<file path="src/rtl/lc3_pkg.sv">
// Shared LC-3 writeback types: result-select enum, NZP condition codes, sizes.
package lc3_pkg;

  localparam int unsigned REG_COUNT = 8;
  localparam int unsigned WORD_W    = 16;
  localparam int unsigned REG_IDX_W = $clog2(REG_COUNT);
  localparam int unsigned NZP_W     = 3;

  typedef enum logic [1:0] {
    WB_ALU  = 2'd0,
    WB_PC   = 2'd1,
    WB_MEM  = 2'd2,
    WB_RSVD = 2'd3
  } wb_sel_e;

  typedef logic [NZP_W-1:0] nzp_t;

  localparam nzp_t NZP_N = 3'b100;
  localparam nzp_t NZP_Z = 3'b010;
  localparam nzp_t NZP_P = 3'b001;

  // Condition codes for a value being written back; exactly one bit set.
  function automatic nzp_t nzp_of(input logic [WORD_W-1:0] value);
    if (value[WORD_W-1])    return NZP_N;
    else if (value == '0)   return NZP_Z;
    else                    return NZP_P;
  endfunction

endpackage

</file>
<file path="src/rtl/lc3_writeback_if.sv">
// Writeback-stage bus: result sources and register indices in, read data and flags out.
interface lc3_writeback_if;
  import lc3_pkg::*;

  logic                  enable_writeback;
  logic [1:0]            W_Control;
  logic [WORD_W-1:0]     aluout;
  logic [WORD_W-1:0]     pcout;
  logic [WORD_W-1:0]     memout;
  logic [REG_IDX_W-1:0]  dr;
  logic [REG_IDX_W-1:0]  sr1;
  logic [REG_IDX_W-1:0]  sr2;
  logic [WORD_W-1:0]     VSR1;
  logic [WORD_W-1:0]     VSR2;
  nzp_t                  psr;
  logic                  wb_error;

  modport master (
    output enable_writeback, W_Control, aluout, pcout, memout, dr, sr1, sr2,
    input  VSR1, VSR2, psr, wb_error
  );

  modport slave (
    input  enable_writeback, W_Control, aluout, pcout, memout, dr, sr1, sr2,
    output VSR1, VSR2, psr, wb_error
  );
endinterface

</file>
<file path="src/rtl/lc3_regfile.sv">
// 8 x 16-bit register file: one synchronous write port, two combinational read ports.
module lc3_regfile
  import lc3_pkg::*;
(
  input  logic                  clock,
  input  logic                  reset,
  input  logic                  we,
  input  logic [REG_IDX_W-1:0]  waddr,
  input  logic [WORD_W-1:0]     wdata,
  input  logic [REG_IDX_W-1:0]  raddr1,
  input  logic [REG_IDX_W-1:0]  raddr2,
  output logic [WORD_W-1:0]     rdata1,
  output logic [WORD_W-1:0]     rdata2
);

  logic [WORD_W-1:0] regs [REG_COUNT];

  // Reset wins over a same-edge write so that write is discarded.
  always_ff @(posedge clock) begin
    if (reset) begin
      for (int i = 0; i < int'(REG_COUNT); i++) begin
        regs[i] <= '0;
      end
    end else if (we) begin
      regs[waddr] <= wdata;
    end
  end

  assign rdata1 = regs[raddr1];
  assign rdata2 = regs[raddr2];

endmodule

</file>
<file path="src/rtl/lc3_writeback.sv">
// LC-3 writeback stage: source mux, register file, NZP flags and sticky reserved-select error.
// Optional write-to-read forwarding is enabled by defining LC3_WB_BYPASS_EN.
module lc3_writeback
  import lc3_pkg::*;
(
  input  logic                 clock,
  input  logic                 reset,
  lc3_writeback_if.slave       bus
);

  wb_sel_e            sel;
  logic               wr_valid;
  logic               wr_rsvd;
  logic [WORD_W-1:0]  wr_data;
  logic [WORD_W-1:0]  rd1;
  logic [WORD_W-1:0]  rd2;
  nzp_t               psr_q;
  logic               err_q;

  assign sel = wb_sel_e'(bus.W_Control);

  // Source select; the reserved encoding never produces a write.
  always_comb begin
    wr_data  = bus.aluout;
    wr_valid = 1'b0;
    wr_rsvd  = 1'b0;
    case (sel)
      WB_ALU:  begin wr_data = bus.aluout; wr_valid = bus.enable_writeback; end
      WB_PC:   begin wr_data = bus.pcout;  wr_valid = bus.enable_writeback; end
      WB_MEM:  begin wr_data = bus.memout; wr_valid = bus.enable_writeback; end
      WB_RSVD: begin wr_rsvd = bus.enable_writeback; end
      default: begin wr_valid = 1'b0; end
    endcase
  end

  lc3_regfile u_regfile (
    .clock  (clock),
    .reset  (reset),
    .we     (wr_valid),
    .waddr  (bus.dr),
    .wdata  (wr_data),
    .raddr1 (bus.sr1),
    .raddr2 (bus.sr2),
    .rdata1 (rd1),
    .rdata2 (rd2)
  );

  // Flags follow the written value; reserved selects only raise the sticky error.
  always_ff @(posedge clock) begin
    if (reset) begin
      psr_q <= NZP_Z;
      err_q <= 1'b0;
    end else begin
      if (wr_valid) psr_q <= nzp_of(wr_data);
      if (wr_rsvd)  err_q <= 1'b1;
    end
  end

  assign bus.psr      = psr_q;
  assign bus.wb_error = err_q;

`ifdef LC3_WB_BYPASS_EN
  // Forward the in-flight write to a matching read port in the same cycle.
  assign bus.VSR1 = (wr_valid && (bus.dr == bus.sr1)) ? wr_data : rd1;
  assign bus.VSR2 = (wr_valid && (bus.dr == bus.sr2)) ? wr_data : rd2;
`else
  assign bus.VSR1 = rd1;
  assign bus.VSR2 = rd2;
`endif

endmodule

</file>
<file path="src/flat_wrapper.sv">
// flat-port wrapper written by rule: the top's interface ports become plain ports
module lc3_writeback_flat import lc3_pkg::*;
  (clock, reset, bus_enable_writeback, bus_W_Control, bus_aluout, bus_pcout, bus_memout, bus_dr, bus_sr1, bus_sr2, bus_VSR1, bus_VSR2, bus_psr, bus_wb_error);
  lc3_writeback_if bus_i ();
  input  logic clock;
  input  logic reset;
  input wire logic [$bits(bus_i.enable_writeback)-1:0] bus_enable_writeback;
  input wire logic [$bits(bus_i.W_Control)-1:0] bus_W_Control;
  input wire logic [$bits(bus_i.aluout)-1:0] bus_aluout;
  input wire logic [$bits(bus_i.pcout)-1:0] bus_pcout;
  input wire logic [$bits(bus_i.memout)-1:0] bus_memout;
  input wire logic [$bits(bus_i.dr)-1:0] bus_dr;
  input wire logic [$bits(bus_i.sr1)-1:0] bus_sr1;
  input wire logic [$bits(bus_i.sr2)-1:0] bus_sr2;
  output wire logic [$bits(bus_i.VSR1)-1:0] bus_VSR1;
  output wire logic [$bits(bus_i.VSR2)-1:0] bus_VSR2;
  output wire logic [$bits(bus_i.psr)-1:0] bus_psr;
  output wire logic [$bits(bus_i.wb_error)-1:0] bus_wb_error;
  assign bus_i.enable_writeback = bus_enable_writeback;
  assign bus_i.W_Control = bus_W_Control;
  assign bus_i.aluout = bus_aluout;
  assign bus_i.pcout = bus_pcout;
  assign bus_i.memout = bus_memout;
  assign bus_i.dr = bus_dr;
  assign bus_i.sr1 = bus_sr1;
  assign bus_i.sr2 = bus_sr2;
  assign bus_VSR1 = bus_i.VSR1;
  assign bus_VSR2 = bus_i.VSR2;
  assign bus_psr = bus_i.psr;
  assign bus_wb_error = bus_i.wb_error;
  lc3_writeback u_core (.clock(clock), .reset(reset), .bus(bus_i));
endmodule
</file>
<file path="config.mk">
export PLATFORM = sky130hd
export DESIGN_NAME = lc3_writeback_flat
export DESIGN_NICKNAME = d
export VERILOG_FILES = /design/src/rtl/lc3_pkg.sv /design/src/rtl/lc3_writeback_if.sv /design/src/rtl/lc3_regfile.sv /design/src/rtl/lc3_writeback.sv /design/src/flat_wrapper.sv
export SDC_FILE = /design/constraint.sdc
export NUM_CORES = 1
export LEC_CHECK = 0
export BUFFER_PORTS_ARGS = -buffer_cell sky130_fd_sc_hd__buf_2
export CORE_AREA = 2 2 117 119
export CTS_CLUSTER_DIAMETER = 150
export DETAILED_ROUTE_END_ITERATION = 10
export DIE_AREA = 0 0 119 121
export PLACE_DENSITY = 0.88
export SLEW_MARGIN = 20
export SYNTH_ARGS = -nofsm -noshare
export SYNTH_HDL_FRONTEND = slang
export SYNTH_HIERARCHICAL = 1
export SYNTH_SLANG_ARGS = --single-unit
</file>
<file path="constraint.sdc">
create_clock -name clock -period 3.45 [get_ports clock]
set_input_delay 0.69 -clock clock [delete_from_list [all_inputs] [get_ports clock]]
set_output_delay 0.69 -clock clock [all_outputs]
set_load 0.05 [all_outputs]
</file>
== Yosys cells after proc, flatten, opt, wreduce, memory -nomap -nowiden ==
Memory sizes are Yosys's and may differ from the RTL's.
Index checks and enable logic that the tools add are counted.
Storage, ports and cells
  register bits: 4
  bits in writable memories: 128
  input bits: 62
  output and inout port bits: 36
  memories kept: 1
Cells by class
  equality and inequality tests: 3
  mux-type cells: 13
  reduce and logical (&&, ||, !) cells: 4
Memories
  u_core.u_regfile.regs: depth 8, bits a word 16, rd ports 2, clocked after Yosys merged registers in 0, write ports 8, RTL line lc3_regfile.sv:16  | logic [WORD_W-1:0] regs [REG_COUNT];
Operators by type and width (count)
  $pmux 16 s2: 1
  $logic_not 16->1: 1
  $mux 16: 1
  $reduce_or 16->1: 1
  $mux 1: 8
  $mux 3: 2
  $eq 2x2->1 const B: 2
  $reduce_or 3->1: 1
  $eq 2x1->1 const B: 1
  $logic_not 2->1: 1
  $mux 2: 1

== Longest topological paths before layout ==
  word-level depth: 8
  gate-level depth with buffers: 9
  mapped depth without buffers: 7

== Hierarchy ==
Netlist, hierarchy kept.
Modules (own cells, without submodules)
  lc3_regfile: instances 1, cells an instance 430, area each 6974.2 sq um, seq. area each 3843.7 sq um
  lc3_writeback: instances 1, cells an instance 82, area each 619.3 sq um, seq. area each 80.1 sq um

== Worst setup path before layout ==
No wires, ideal clock.
  kind: input to register
  from: in bus_W_Control[0]
  to: mem u_core.u_regfile.regs[4][0], enable pin
  library setup time: 0.392 ns
  data arrival time: 2.729 ns
  required time: 3.058 ns
  setup slack: 0.329 ns
  stages on the path: 8
  path buffers: 3
  cells stage by stage: ha_1 nand2b_1 inv_1 or3b_1 clkbuf_1 buf_6 buf_6 o21bai_1
RTL lines
  from (decl): RTL line flat_wrapper.sv:8  | input wire logic [$bits(bus_i.W_Control)-1:0] bus_W_Control;
  to (decl): RTL line lc3_regfile.sv:16

== Worst setup path after layout ==
  from: in bus_sr2[0]
  to: out bus_VSR2[14]
Between the ends
  cells in the longest elaborated chain, start to end: 1
RTL lines
  from (decl): RTL line flat_wrapper.sv:14  | input wire logic [$bits(bus_i.sr2)-1:0] bus_sr2;
  $mem_v2 8x16
  to (decl): RTL line flat_wrapper.sv:16  | output wire logic [$bits(bus_i.VSR2)-1:0] bus_VSR2;
Every way passes these cells.

==> summary.md <==
| Metric | Value |
|---|---|
| Final setup vio count | `0` |
| Clk_skew | `0 ns` |
| CTS Buf Count | `17` |
| Synth Warn # | `6` |
| GR Util All Layers | `0.2766` |
| Clk_lat worst skew | `0.41 ns` |
| Detailed Place HPWL | `11.55 mm` |
| RSZ-0062 raised after global routing | `false` |
| Register area share after synthesis | `0.5167` |
| Arrival @ worst endpoint | `between 2 and 2.5 ns` |
| H-tree depth | `4` |
| Die Y-Extent | `about 120 um` |
| CP peak stage delay | `0.65 ns` |
| Asr flop ratio synth | `0` |
| Routed Wire Length | `about 19 mm` |
| Synth-to-Final Area Change | `13.76%` |
| Setup TNS | `0 ns` |
| Final instance area | `8638 sq um` |
| Adder-Cell Fraction of Synth Area | `0.006591` |
| Hold Crit Class | `reg2reg` |
| Longest Clk Path Bufs | `2` |
| Startpoint Class | `input pin` |
| Slew Viols, Final | `0` |
| Post-DR vias/cell | `roughly 6.7` |
| Initial antenna violation count | `0` |
| Final routed wire length divided by cell count | `24.44 um` |
| N_diodes | `0` |
| Reg2reg setup slack | `2.71 ns` |
| Slew headroom | `0.4218` |
| Die Area | `14,400 sq um` |
| Vias in the first global route | `around 5,400` |
| Synthesized area | `about 7600 sq um` |
| Top cell family by delay on the critical path | `multiplexers` |
| DRT Pass-1 Iters | `7` |
| Global-route wire length before repair | `just under 30 mm` |
| Largest net degree at the start of global routing | `65` |
| Setup repair bufs after CTS | `0` |
| Number of synthesized register bits | `132` |
| Root Driver | `clkbuf_16` |
| PD cells | `approximately 500 nW/um^2` |
| Antenna Nets Post-Route | `0` |
| Post-synthesis cell count | `512` |
| CTS tree | `built` |
| Clk sink count | `132` |
| Distinct cells, synth | `35` |
| # port buffers | `97` |
| Iteration-0 DRC Markers | `462` |
| DRC Markers | `0` |
| Top FF cell, synth | `edfxtp_1` |
| Most common library cell in the layout ignoring fill and taps | `edfxtp_1` |
| Final GP Congestion | `0.8300` |
| Hold Vio Cnt, Final | `0` |
| Number of synthesized flops with an enable pin | `128` |
| Post-cts sizing count | `0` |
| Syn_area_per_cell | `approximately 15 sq um` |
| Total of max-cap violations | `0` |
| Clock Pin Slew Worst Setup and Hold Paths | `0.05 ns` |
| Post-Synth Simple-Gate Area | `0.1092` |
| Fin crit share | `0.8424` |
| Worst-path cell chain | `buf_2 > buf_12 > mux4_1 > mux2_2 > buf_2` |
| Xor/xnor share of the synthesized area | `0` |
| Status | `finished clean` |
| WP buf/inv | `3` |
| Row count | `42` |
| CP Capture Type | `output pin` |
| Boundary Pins | `98` |
| Core Area | `13,090 sq um` |
| Grt ovf | `0` |
| Post-synthesis mux area share | `0.2679` |
| Leak | `0.003046 uW` |
| Die X-Extent | `119 um` |
| Max FO, Critical Path | `32` |
| Layout cell share with drive strength beyond 1 | `0.3145` |
| Placed cell area | `8134 sq um` |
| Starting Density | `0.5803` |
| Post-CTS Hold Fix Bufs | `0` |
| Maximum vdd drop | `0.3254 mV` |
| Minimum clock period | `between 2 and 3 ns` |
| Vias | `5,185` |
| Largest family of logic cells by synthesized area | `multiplexers` |
| Compound-cell area share of the yosys netlist | `0.04515` |
| Fmax | `0.3441 GHz` |
| Slew @ Worst Pin | `0.8672 ns` |
| Worst EP required | `2.76 ns` |
| Mapped Nets | `578` |
| NumNets Final | `657` |
| Setup Crit Path Kind | `in2out` |
| Critical Path Slowest Stage Cell | `mux4_1` |
| Crit path top cell by count | `buf_2` |
| Most frequent cells in the layout | `edfxtp_1 (128), nor3_1 (123), buf_2 (97)` |
==> routing by layer <==
| layer | vias up | wire length [um] | global-route usage |
|---|---|---|---|
| met4 | 0 | 548 | 0.1228 |
| li1 | 2266 | - | - |
| met5 | - | 0 | 0 |
| met3 | 62 | 1865 | 0.07660 |
| met2 | 350 | 9925 | 0.4881 |
| met1 | 2507 | 6647 | 0.3154 |
==> area by class of cell <==
class                      instances  area (sq um)
clock buffer                      21         440.4
inverter                          20         75.07
fill                             886          4447
clock inverter                     8         63.81
multi-input combinational        305          3257
sequential                       132          3924
tap                              176         220.2
timing repair buffer             115         658.1
==> cells by family (layout without fill, tap and decap cells) <==
group,after synthesis,in the layout
buf+inv,75,164
fa+ha+maj,4,4
simple gates,160,160
compound gates,45,45
mux,96,96
flops,132,132
==> sequential cells by signal, summed over array words and instances (netlist names) <==
signal,cells
u_core/bus.psr,3
u_core/u_regfile/regs,128
u_core/bus.wb_error,1
==> synthesized netlist by cell type (8+ instances only) <==
master | instances | area [sq um]
a22oi_1 | 11 | 82.58
buf_1 | 9 | 33.78
buf_6 | 14 | 157.7
clkbuf_1 | 25 | 93.84
clkinv_1 | 16 | 60.06
edfxtp_1 | 128 | 3844
mux2_2 | 32 | 360.4
mux4_1 | 62 | 1629
nand2_1 | 19 | 71.32
nor3_1 | 123 | 615.6
o21ai_1 | 13 | 65.06
o21bai_1 | 8 | 60.06
==> where the power goes <==
| group | switching (uW) | total [uW] | internal [uW] | leakage [uW] |
|---|---|---|---|---|
| logic | 527 | 806 | 279 | 0.00155 |
| registers | 53.9 | 1910 | 1860 | 0.00126 |
| clock network | 604 | 1570 | 963 | 0.000245 |
==> through the flow <==
step	hold WS, ns	setup WS [ns]	total power, uW	util	instances
after floorplan	0.6686	0.3291	2520	-	512
after global placement	0.4462	0.6333	2696	0.6216	748
after detailed placement	0.4542	0.5149	2733	0.6216	748
after CTS	0.4628	0.5336	4291	0.6602	777
after global routing	0.4748	0.5224	4408	0.6602	777
final	0.4599	0.5437	4285	0.6602	777
==> worst reg2reg max path, stage by stage (launching register included) <==
cell and delay (ns):
dfxtp_1 0.31, a21oi_1 0.19, o31ai_2 0.11
==> worst paths after layout <==
| kind | from | to | depth (start not counted) |
|---|---|---|---|
| max | bus_sr2[0] | bus_VSR2[14] | 5 |
| min | u_core/bus.psr[2] | u_core/bus.psr[2] | 2 |
| max reg2reg | u_core/bus.psr[1] | u_core/bus.psr[1] | 2 |
| min reg2reg | u_core/bus.psr[2] | u_core/bus.psr[2] | 2 |
Note: power is estimated with default switching activity, not from simulation.
